[src/rtl/seg_scan_display.sv]
// Multiplexed seven-segment display driver.
// A binary value is captured on load and converted to BCD by a sequential shift-add-3 engine.
// The display BCD register only changes once the conversion is complete.
// Digits are scanned one slot at a time. Leading-zero blanking, per-digit blink and an
// overflow dash pattern are applied when each digit's segments are registered.
module seg_scan_display #(
  parameter int unsigned DIGITS    = 8,
  parameter int unsigned NUM_W     = 27,
  parameter int unsigned SCAN_DIV  = 100000,
  parameter int unsigned BLINK_DIV = 64
) (
  input  logic              clk,
  input  logic              reset_n,
  input  logic [NUM_W-1:0]  num,
  input  logic              load,
  output logic              busy,
  input  logic              blank_lz,
  input  logic [DIGITS-1:0] blink_mask,
  output logic              overflow,
  output logic [6:0]        seg,
  output logic [7:0]        an
);

  localparam int unsigned BcdW = 4 * DIGITS + 4;
  localparam int unsigned CntW = $clog2(NUM_W);
  localparam int unsigned DivW = $clog2(SCAN_DIV);
  localparam int unsigned BlkW = $clog2(BLINK_DIV + 1);
  localparam int unsigned IdxW = 3;

  localparam logic [6:0] SegBlank = 7'b1111111;
  localparam logic [6:0] SegDash  = 7'b1111110;

  // Conversion state
  logic [NUM_W-1:0]    bin_q;
  logic [BcdW-1:0]     scratch_q;
  logic [CntW-1:0]     cnt_q;
  logic                busy_q;
  logic                carry_q;
  logic [4*DIGITS-1:0] bcd_q;
  logic                ovf_q;

  // Scan state
  logic [DivW-1:0]     div_q;
  logic [IdxW-1:0]     idx_q;
  logic [BlkW-1:0]     slot_q;
  logic                phase_q;  // 1 = blink-off phase
  logic [6:0]          seg_q, seg_d;
  logic [7:0]          an_q, an_d;

  logic [BcdW-1:0]     adj;
  logic [BcdW-1:0]     shifted;
  logic                carry_out;
  logic                last_iter;
  logic [3:0]          nib;
  logic                mask_bit;
  logic                hi_nonzero;

  function automatic logic [6:0] seg_decode(input logic [3:0] d);
    logic [6:0] s;
    unique case (d)
      4'd0:    s = 7'b0000001;
      4'd1:    s = 7'b1001111;
      4'd2:    s = 7'b0010010;
      4'd3:    s = 7'b0000110;
      4'd4:    s = 7'b1001100;
      4'd5:    s = 7'b0100100;
      4'd6:    s = 7'b0100000;
      4'd7:    s = 7'b0001111;
      4'd8:    s = 7'b0000000;
      4'd9:    s = 7'b0000100;
      default: s = SegBlank;
    endcase
    return s;
  endfunction

  // One double-dabble iteration: add 3 to nibbles >= 5, then shift in the next binary MSB
  always_comb begin
    adj = scratch_q;
    for (int n = 0; n <= int'(DIGITS); n++) begin
      if (scratch_q[4*n +: 4] >= 4'd5) begin
        adj[4*n +: 4] = scratch_q[4*n +: 4] + 4'd3;
      end
    end
    shifted   = {adj[BcdW-2:0], bin_q[NUM_W-1]};
    carry_out = adj[BcdW-1];
    last_iter = (cnt_q == CntW'(NUM_W - 1));
  end

  // Load capture, sequential conversion and atomic commit to the display register
  always_ff @(posedge clk or negedge reset_n) begin
    if (!reset_n) begin
      bin_q     <= '0;
      scratch_q <= '0;
      cnt_q     <= '0;
      busy_q    <= 1'b0;
      carry_q   <= 1'b0;
      bcd_q     <= '0;
      ovf_q     <= 1'b0;
    end else if (busy_q) begin
      bin_q     <= {bin_q[NUM_W-2:0], 1'b0};
      scratch_q <= shifted;
      carry_q   <= carry_q | carry_out;
      cnt_q     <= cnt_q + 1'b1;
      if (last_iter) begin
        busy_q <= 1'b0;
        bcd_q  <= shifted[4*DIGITS-1:0];
        // Anything in the spare top nibble, or carried past it, means the value did not fit
        ovf_q  <= carry_q | carry_out | (|shifted[BcdW-1 -: 4]);
      end
    end else if (load) begin
      bin_q     <= num;
      scratch_q <= '0;
      cnt_q     <= '0;
      carry_q   <= 1'b0;
      busy_q    <= 1'b1;
    end
  end

  // Slot divider, digit index and blink phase
  always_ff @(posedge clk or negedge reset_n) begin
    if (!reset_n) begin
      div_q   <= '0;
      idx_q   <= '0;
      slot_q  <= '0;
      phase_q <= 1'b0;
    end else if (div_q == DivW'(SCAN_DIV - 1)) begin
      div_q <= '0;
      idx_q <= (idx_q == IdxW'(DIGITS - 1)) ? '0 : idx_q + 1'b1;
      if (slot_q == BlkW'(BLINK_DIV - 1)) begin
        slot_q  <= '0;
        phase_q <= ~phase_q;
      end else begin
        slot_q <= slot_q + 1'b1;
      end
    end else begin
      div_q <= div_q + 1'b1;
    end
  end

  // Segment and anode selection for the current digit, in priority order
  always_comb begin
    nib        = 4'd0;
    mask_bit   = 1'b0;
    hi_nonzero = 1'b0;
    an_d       = 8'hFF;
    for (int n = 0; n < int'(DIGITS); n++) begin
      if (idx_q == IdxW'(n)) begin
        nib      = bcd_q[4*n +: 4];
        mask_bit = blink_mask[n];
        an_d[n]  = 1'b0;
      end
      if (IdxW'(n) >= idx_q && bcd_q[4*n +: 4] != 4'd0) begin
        hi_nonzero = 1'b1;
      end
    end
    if (ovf_q) begin
      seg_d = (phase_q && mask_bit) ? SegBlank : SegDash;
    end else if (phase_q && mask_bit) begin
      seg_d = SegBlank;
    end else if (blank_lz && idx_q != '0 && !hi_nonzero) begin
      seg_d = SegBlank;
    end else begin
      seg_d = seg_decode(nib);
    end
  end

  // Registered pin drivers
  always_ff @(posedge clk or negedge reset_n) begin
    if (!reset_n) begin
      seg_q <= SegBlank;
      an_q  <= 8'hFF;
    end else begin
      seg_q <= seg_d;
      an_q  <= an_d;
    end
  end

  assign busy     = busy_q;
  assign overflow = ovf_q;
  assign seg      = seg_q;
  assign an       = an_q;

endmodule

[config.mk]
export PLATFORM = sky130hd
export DESIGN_NAME = seg_scan_display
export DESIGN_NICKNAME = d
export VERILOG_FILES = /design/src/rtl/seg_scan_display.sv
export SDC_FILE = /design/constraint.sdc
export NUM_CORES = 1
export LEC_CHECK = 0
export CAP_MARGIN = 10
export CORE_MARGIN = 4
export CORE_UTILIZATION = 39
export DETAILED_ROUTE_END_ITERATION = 8
export PLACE_DENSITY = 0.68
export SLEW_MARGIN = 20
export SYNTH_ARGS = -nofsm -noshare
export SYNTH_HDL_FRONTEND = slang
export SYNTH_SLANG_ARGS = --single-unit
[constraint.sdc]
create_clock -name clk -period 4.01 [get_ports clk]
set_input_delay 0.802 -clock clk [delete_from_list [all_inputs] [get_ports clk]]
set_output_delay 0.802 -clock clk [all_outputs]
set_load 0.05 [all_outputs]
==> results of run 1 <==
cell families (layout without fill, tap and decap cells):
kind of cell | after synthesis | in the layout | share of synthesized area
simple gates | 249 | 249 | 0.167
buf+inv | 69 | 125 | 0.0389
compound gates | 163 | 163 | 0.130
mux | 69 | 69 | 0.0940
fa+ha+maj | 32 | 32 | 0.0527
xor+xnor | 30 | 30 | 0.0346
flops | 146 | 146 | 0.483
flip-flops by register name, summed over array words and instances, names as in the netlist, 5 cells and up:
name and count:
an 8, bcd_q 32, bin_q 27, cnt_q 5
div_q 17, scratch_q 36, seg 7, slot_q 7
worst max-delay path by stage:
stage	startpoint	to	slack, ns	depth (start not counted)
3_5_place_dp	idx_q[0]	seg[1]	1.05	10
2_1_floorplan	idx_q[0]	seg[0]	1.55	12
4_1_cts	idx_q[0]	seg[1]	1.07	10
3_3_place_gp	blank_lz	seg[1]	1.20	6
5_1_grt	idx_q[0]	seg[1]	0.80	10
6_report	idx_q[0]	seg[1]	1.01	10
final cells by class:
class,count,area [µm²],share of cell area
repair buffers,62,599,0.0668
inverters,31,116,0.0130
clock buffers,20,447,0.0498
clock inverters,12,181,0.0202
well taps,260,325,0.0362
flip-flops and latches,146,3680,0.409
multi-input cells,543,3630,0.405
stage by stage:
stage / total power (µW) / hold WS, ns
final: 6330 / 0.451
after CTS: 6390 / 0.486
after global routing: 6810 / 0.504
after detailed placement: 4670 / 0.464
after floorplan: 4060 / 0.439
after global placement: 4590 / 0.465
cells in the final DEF (no fill, tap or decap), drive strengths merged, types with 15 or more instances in the layout:
cell	netlist	layout
nand2b	20	20
nor2	24	24
mux2	19	19
o21ai	86	86
xnor2	21	21
ha	32	32
inv	30	31
nor3b	17	17
clkdlybuf4s50	0	53
nand2	110	110
nand3	19	19
dfrtp	131	131
mux2i	50	50
a21oi	31	31
dfstp	15	15
clkbuf	17	20
power by group through the flow:
| stage | registers [µW] | logic [µW] | clock network [µW] |
|---|---|---|---|
| 2_1_floorplan | 2440 | 1620 | 0 |
| 3_3_place_gp | 2440 | 2150 | 0 |
| 3_5_place_dp | 2450 | 2220 | 0 |
| 4_1_cts | 2430 | 2240 | 1730 |
| 5_1_grt | 2510 | 2510 | 1790 |
| 6_report | 2430 | 2210 | 1680 |
synthesized netlist by cell type (all sizes together) (20+ instances only):
| cell type | count |
|---|---|
| nor2 | 24 |
| xnor2 | 21 |
| inv | 30 |
| mux2i | 50 |
| ha | 32 |
| nand2b | 20 |
| dfrtp | 131 |
| buf | 21 |
| o21ai | 86 |
| a21oi | 31 |
| nand2 | 110 |
worst max-delay path, delay by kind of cell (launching register included):
family                   cells  cell delay (ns)
AND/OR/NAND/NOR              2             0.41
adder cells (fa/ha/maj)      2             0.61
flip-flops                   1             0.59
buffers and inverters        2             0.31
AO/OA/AOI/OAI                4             0.99
layer usage:
layer	track usage	part of all wire	routed length [µm]	vias up
li1	-	-	-	2738
met1	0.211	0.50	7670	2628
met2	0.215	0.43	6610	137
met3	0.0417	0.052	790	22
met4	0.0429	0.015	232	0
met5	0	0	0	-
==> results.py, run 1 <==
metrics = {
    "sta": {
        "drv_slew": 0,
        "setup-violations-final": 0,
        "period_minus_slack_ns": 3.00,
        "slew_headroom": 0.412,
        "rsz0062_at_grt": "false",
        "finalHoldViolations": 0,
        "timing.final.ws_setup_ns": 1.01,
        "tns_ns": 0,
        "fin_skew_ns": 0.00814,
        "finalCritPeriodShare": 0.747,
        "worst_pin_slew_ns": 0.882,
        "max_freq_mhz": 334,
    },
    "clock_tree": {
        "clock-root-buffer": "clkbuf_16",
        "ctsHoldBuffers": 0,
        "numCtsBuffers": 17,
        "clk_pin_slew_ns": 0.06,
        "cts_resized": 0,
        "clock_latency_ns": 0.42,
        "cts-htree-levels": 4,
        "cts_tree": "done",
        "clock_path_buffers": 2,
        "post_cts_buffers": 0,
        "clock-sinks": 146,
    },
    "route": {
        "wl_per_cell_um": 14.3,
        "via_per_inst": 5.14,
        "routed_wl_mm": 15.3,
        "vias": 5525,
        "drc_errors": 0,
        "postRouteAntennaNets": 0,
        "drt_iter0_markers": 306,
        "dr.pass1.iters": 4,
    },
    "logic_synthesis": {
        "synth.distinct_cells": 66,
        "synthArstFlopShare": 1.00,
        "syn_inst": 758,
        "synth_area_leaders": "dfrtp_1, mux2i_1, o21ai_0",
        "yosys.area.top_type": "dfrtp_1",
        "synth_nets": 829,
        "synth_top_area_frac": 0.431,
        "post_synth.cell_area_avg_um2": 10.0,
        "synth-edff-count": 0,
        "syn_area_um2": 7600,
        "synth-main-ff-cell": "dfrtp_1",
        "synth_seq_cells": 146,
        "synth-seq-area-share": 0.483,
        "yosysWarnings": 0,
    },
    "grt": {
        "grt_pass1_vias": 5275,
        "grt_max_degree": 96,
        "grt_pass1_wl_mm": 26.2,
        "track_usage": 0.146,
        "grt_overflow": 0,
        "antenna_found_initial": 0,
    },
    "setup_path": {
        "cp.required_ns": 4.34,
        "r2r_cells": 10,
        "worst_setup_path_start_kind": "flip-flop",
        "criticalPathCategory": "reg2reg",
        "cpPeakStageDelay_ns": 0.59,
        "critPathMaxFanout": 16,
        "arrival_ns": 3.32,
        "end_kind": "flip-flop",
        "r2r_setup_slack_ns": 1.01,
        "regToRegEndpoint": "seg[1]",
        "cp_cell_sequence": "inv_1, ha_1, nor2b_1, a221oi_1, a311oi_1, o22ai_1, inv_1, ha_1, nor3_1, o31ai_1",
        "critical-path-slowest-cell": "dfrtp_1",
        "rr_startpoint": "idx_q[0]",
    },
    "layout": {
        "drive_above_1_share": 0.104,
        "layout.cells.non_filler": 1074,
        "stdcell_area_um2": 8980,
        "nets": 872,
        "fillers": 1766,
        "area_delta_synth_final_pct": 18.1,
        "final_util": 0.474,
        "diodes": 0,
    },
    "placed_design": {
        "place_hpwl_mm": 10.2,
        "place.gp.congestion": 0.845,
        "dp_slack_ns": 1.05,
        "place_area_um2": 8350,
        "portBuffers": 55,
        "place_inst": 1042,
    },
    "floorplanning": {
        "rows": 50,
        "start_util": 0.401,
        "die_h_um": 148,
        "coreArea_um2": 19000,
        "io_pins": 56,
        "die_w_um": 148,
        "dieArea_um2": 21800,
    },
    "power_and_ir_drop": {
        "switchingPower_uw": 2300,
        "seqPwrFrac": 0.384,
        "p_leak_uw": 0.00402,
        "swShare": 0.363,
        "irDropWorstVdd_mv": 0.339,
        "clock_power_share": 0.266,
        "powerDensity_nw_per_um2": 705,
        "p_int_uw": 4030,
        "comb_power_share": 0.350,
    },
    "hold_path": {
        "hold_class": "in2async",
    },
    "job": {
        "drv_cap": 0,
    },
    "status": {
        "status": "finished clean",
    },
}
(Power assumes the default switching activity.)
==> run 2, diff against run 1 <==
- clock period: 4.01 -> 2.98 ns (I/O delays scaled with it)
==> run 2 against run 1 <==
Compared with the run above:
- sequential share of layout area is 0.35 points lower
- first-iteration DRC count is 35% higher
- final cell count is 0.47% higher
- flip-flop and latch count stayed put
- highest routed layer unchanged
==> results.py, run 2 (synthesis gave the netlist of run 1 again) <==
metrics = {
    "setup_path": {
        "cpPeakStageDelay_ns": 0.50,
        "crit_end": "seg[0]",
        "critPathTopFamily": "simple AND/OR/NAND/NOR gates",
        "cp.required_ns": 3.31,
        "r2r_cells": 9,
        "crit_cells": 9,
        "arrival_ns": 2.96,
        "criticalPathCategory": "reg2reg",
        "rr_startpoint": "idx_q[0]",
        "regToRegEndpoint": "seg[0]",
        "crit_path_start": "idx_q[0]",
        "worst_setup_path_start_kind": "flip-flop",
        "cpMostUsedCell": "inv_1",
        "cp_cell_sequence": "inv_1, ha_1, and2_1, inv_1, o21ai_0, a311oi_4, nor2_2, xor2_1, o311ai_1",
        "critPathMaxFanout": 16,
        "worst-path-buf-inv": 2,
        "critical-path-slowest-cell": "dfrtp_2",
        "end_kind": "flip-flop",
        "r2r_setup_slack_ns": 0.35,
    },
    "route": {
        "vias": 5522,
        "drc_errors": 0,
        "drt_iter0_markers": 413,
        "wl_per_cell_um": 14.1,
        "dr.pass1.iters": 5,
        "routed_wl_mm": 15.2,
        "postRouteAntennaNets": 0,
        "via_per_inst": 5.12,
    },
    "sta": {
        "fin_skew_ns": 0.00682,
        "rsz0062_at_grt": "false",
        "holdWs_ns": 0.160,
        "tns_ns": 0,
        "finalCritPeriodShare": 0.882,
        "max_freq_mhz": 380,
        "timing.final.ws_setup_ns": 0.350,
        "setup-violations-final": 0,
        "slew_headroom": 0.527,
        "finalHoldViolations": 0,
        "worst_pin_slew_ns": 0.709,
        "period_minus_slack_ns": 2.63,
        "drv_slew": 0,
    },
    "placed_design": {
        "place_hpwl_mm": 10.4,
        "portBuffers": 55,
        "place.gp.congestion": 0.894,
        "place_area_um2": 8410,
        "dp_slack_ns": 0.176,
    },
    "power_and_ir_drop": {
        "clock_power_share": 0.270,
        "p_int_uw": 5450,
        "irDropWorstVdd_mv": 0.494,
        "total_power_uw": 8560,
        "p_leak_uw": 0.00406,
        "switchingPower_uw": 3100,
        "seqPwrFrac": 0.381,
        "powerDensity_nw_per_um2": 944,
        "swShare": 0.363,
        "comb_power_share": 0.349,
    },
    "floorplanning": {
        "die_h_um": 148,
        "dieArea_um2": 21800,
        "coreArea_um2": 19000,
        "rows": 50,
        "io_pins": 56,
        "start_util": 0.401,
        "die_w_um": 148,
    },
    "layout": {
        "area_delta_synth_final_pct": 19.2,
        "stdcell_area_um2": 9060,
        "final_cell_mix": "dfrtp_1, nand2_1, o21ai_0",
        "largestRegisters": "scratch_q x36, bcd_q x32, bin_q x27",
        "top_register": "scratch_q",
        "fillers": 1756,
        "diodes": 0,
        "drive_above_1_share": 0.116,
        "largest_reg_flops": 36,
        "layout_commonest_cell": "dfrtp_1",
        "nets": 877,
    },
    "clock_tree": {
        "clock_path_buffers": 2,
        "ctsHoldBuffers": 0,
        "numCtsBuffers": 17,
        "cts_tree": "done",
        "clock-sinks": 146,
        "cts_resized": 0,
        "post_cts_buffers": 0,
        "clk_pin_slew_ns": 0.07,
        "clock-root-buffer": "clkbuf_16",
        "clock_latency_ns": 0.42,
        "cts-htree-levels": 4,
    },
    "grt": {
        "grt_max_degree": 67,
        "grt_overflow": 0,
        "grt_pass1_vias": 5359,
        "track_usage": 0.147,
        "grt_pass1_wl_mm": 26.4,
        "antenna_found_initial": 0,
    },
    "hold_path": {
        "hold_class": "in2async",
    },
    "status": {
        "status": "finished clean",
    },
    "job": {
        "drv_cap": 0,
    },
}
run 2: cell types whose count changed in the layout (fill, tap and decap cells not counted), moves of 2 or more:
cell | before | now
inv_6 | 1 | 4
clkinv_2 | 2 | 0
buf_12 | 0 | 2
clkinv_4 | 4 | 1
clkinvlp_4 | 1 | 3
buf_4 | 7 | 10
run 2: final cells by class:
class                      count  area, µm²  share of cell area
clock buffer                  19        443              0.0489
clock inverter                13        198              0.0218
inverter                      31        116              0.0128
multi-input combinational    543       3640               0.402
sequential                   146       3680               0.406
tap                          260        325              0.0359
timing repair buffer          67        662              0.0731
run 2: worst min path at each step:
stage                    from  depth (start not counted)         to
floorplan             reset_n                          0   bcd_q[0]
global placement    bin_q[14]                          2  bin_q[15]
detailed placement  slot_q[4]                          1  slot_q[4]
CTS                   reset_n                          1  div_q[12]
global route          reset_n                          1  div_q[11]
finish                reset_n                          1  div_q[13]
run 2: worst register-to-register path, cell delays in order (launching register included):
cell and delay, ns:
dfrtp_2 0.50, inv_1 0.14, ha_1 0.45, and2_1 0.27, inv_1 0.10, o21ai_0 0.17
a311oi_4 0.09, nor2_2 0.44, xor2_1 0.13, o311ai_1 0.26
run 2: stage by stage:
stage,cells,util
4_1_cts,1079,0.478
3_5_place_dp,1047,0.444
2_1_floorplan,758,-
3_3_place_gp,1047,0.444
6_report,1079,0.478
5_1_grt,1079,0.478
run 2: layer usage:
metal | track usage | share of wire
met1 | 0.211 | 0.50
met2 | 0.215 | 0.43
met3 | 0.0402 | 0.053
met4 | 0.0457 | 0.013
met5 | 0 | 0
run 2: power by group through the flow:
| stage | combinational (µW) | sequential, µW | clock (µW) |
|---|---|---|---|
| finish | 2990 | 3260 | 2310 |
| global route | 3430 | 3350 | 2460 |
| CTS | 3020 | 3250 | 2370 |
| global placement | 2920 | 3270 | 0 |
| detailed placement | 2990 | 3280 | 0 |
| floorplan | 2180 | 3290 | 0 |
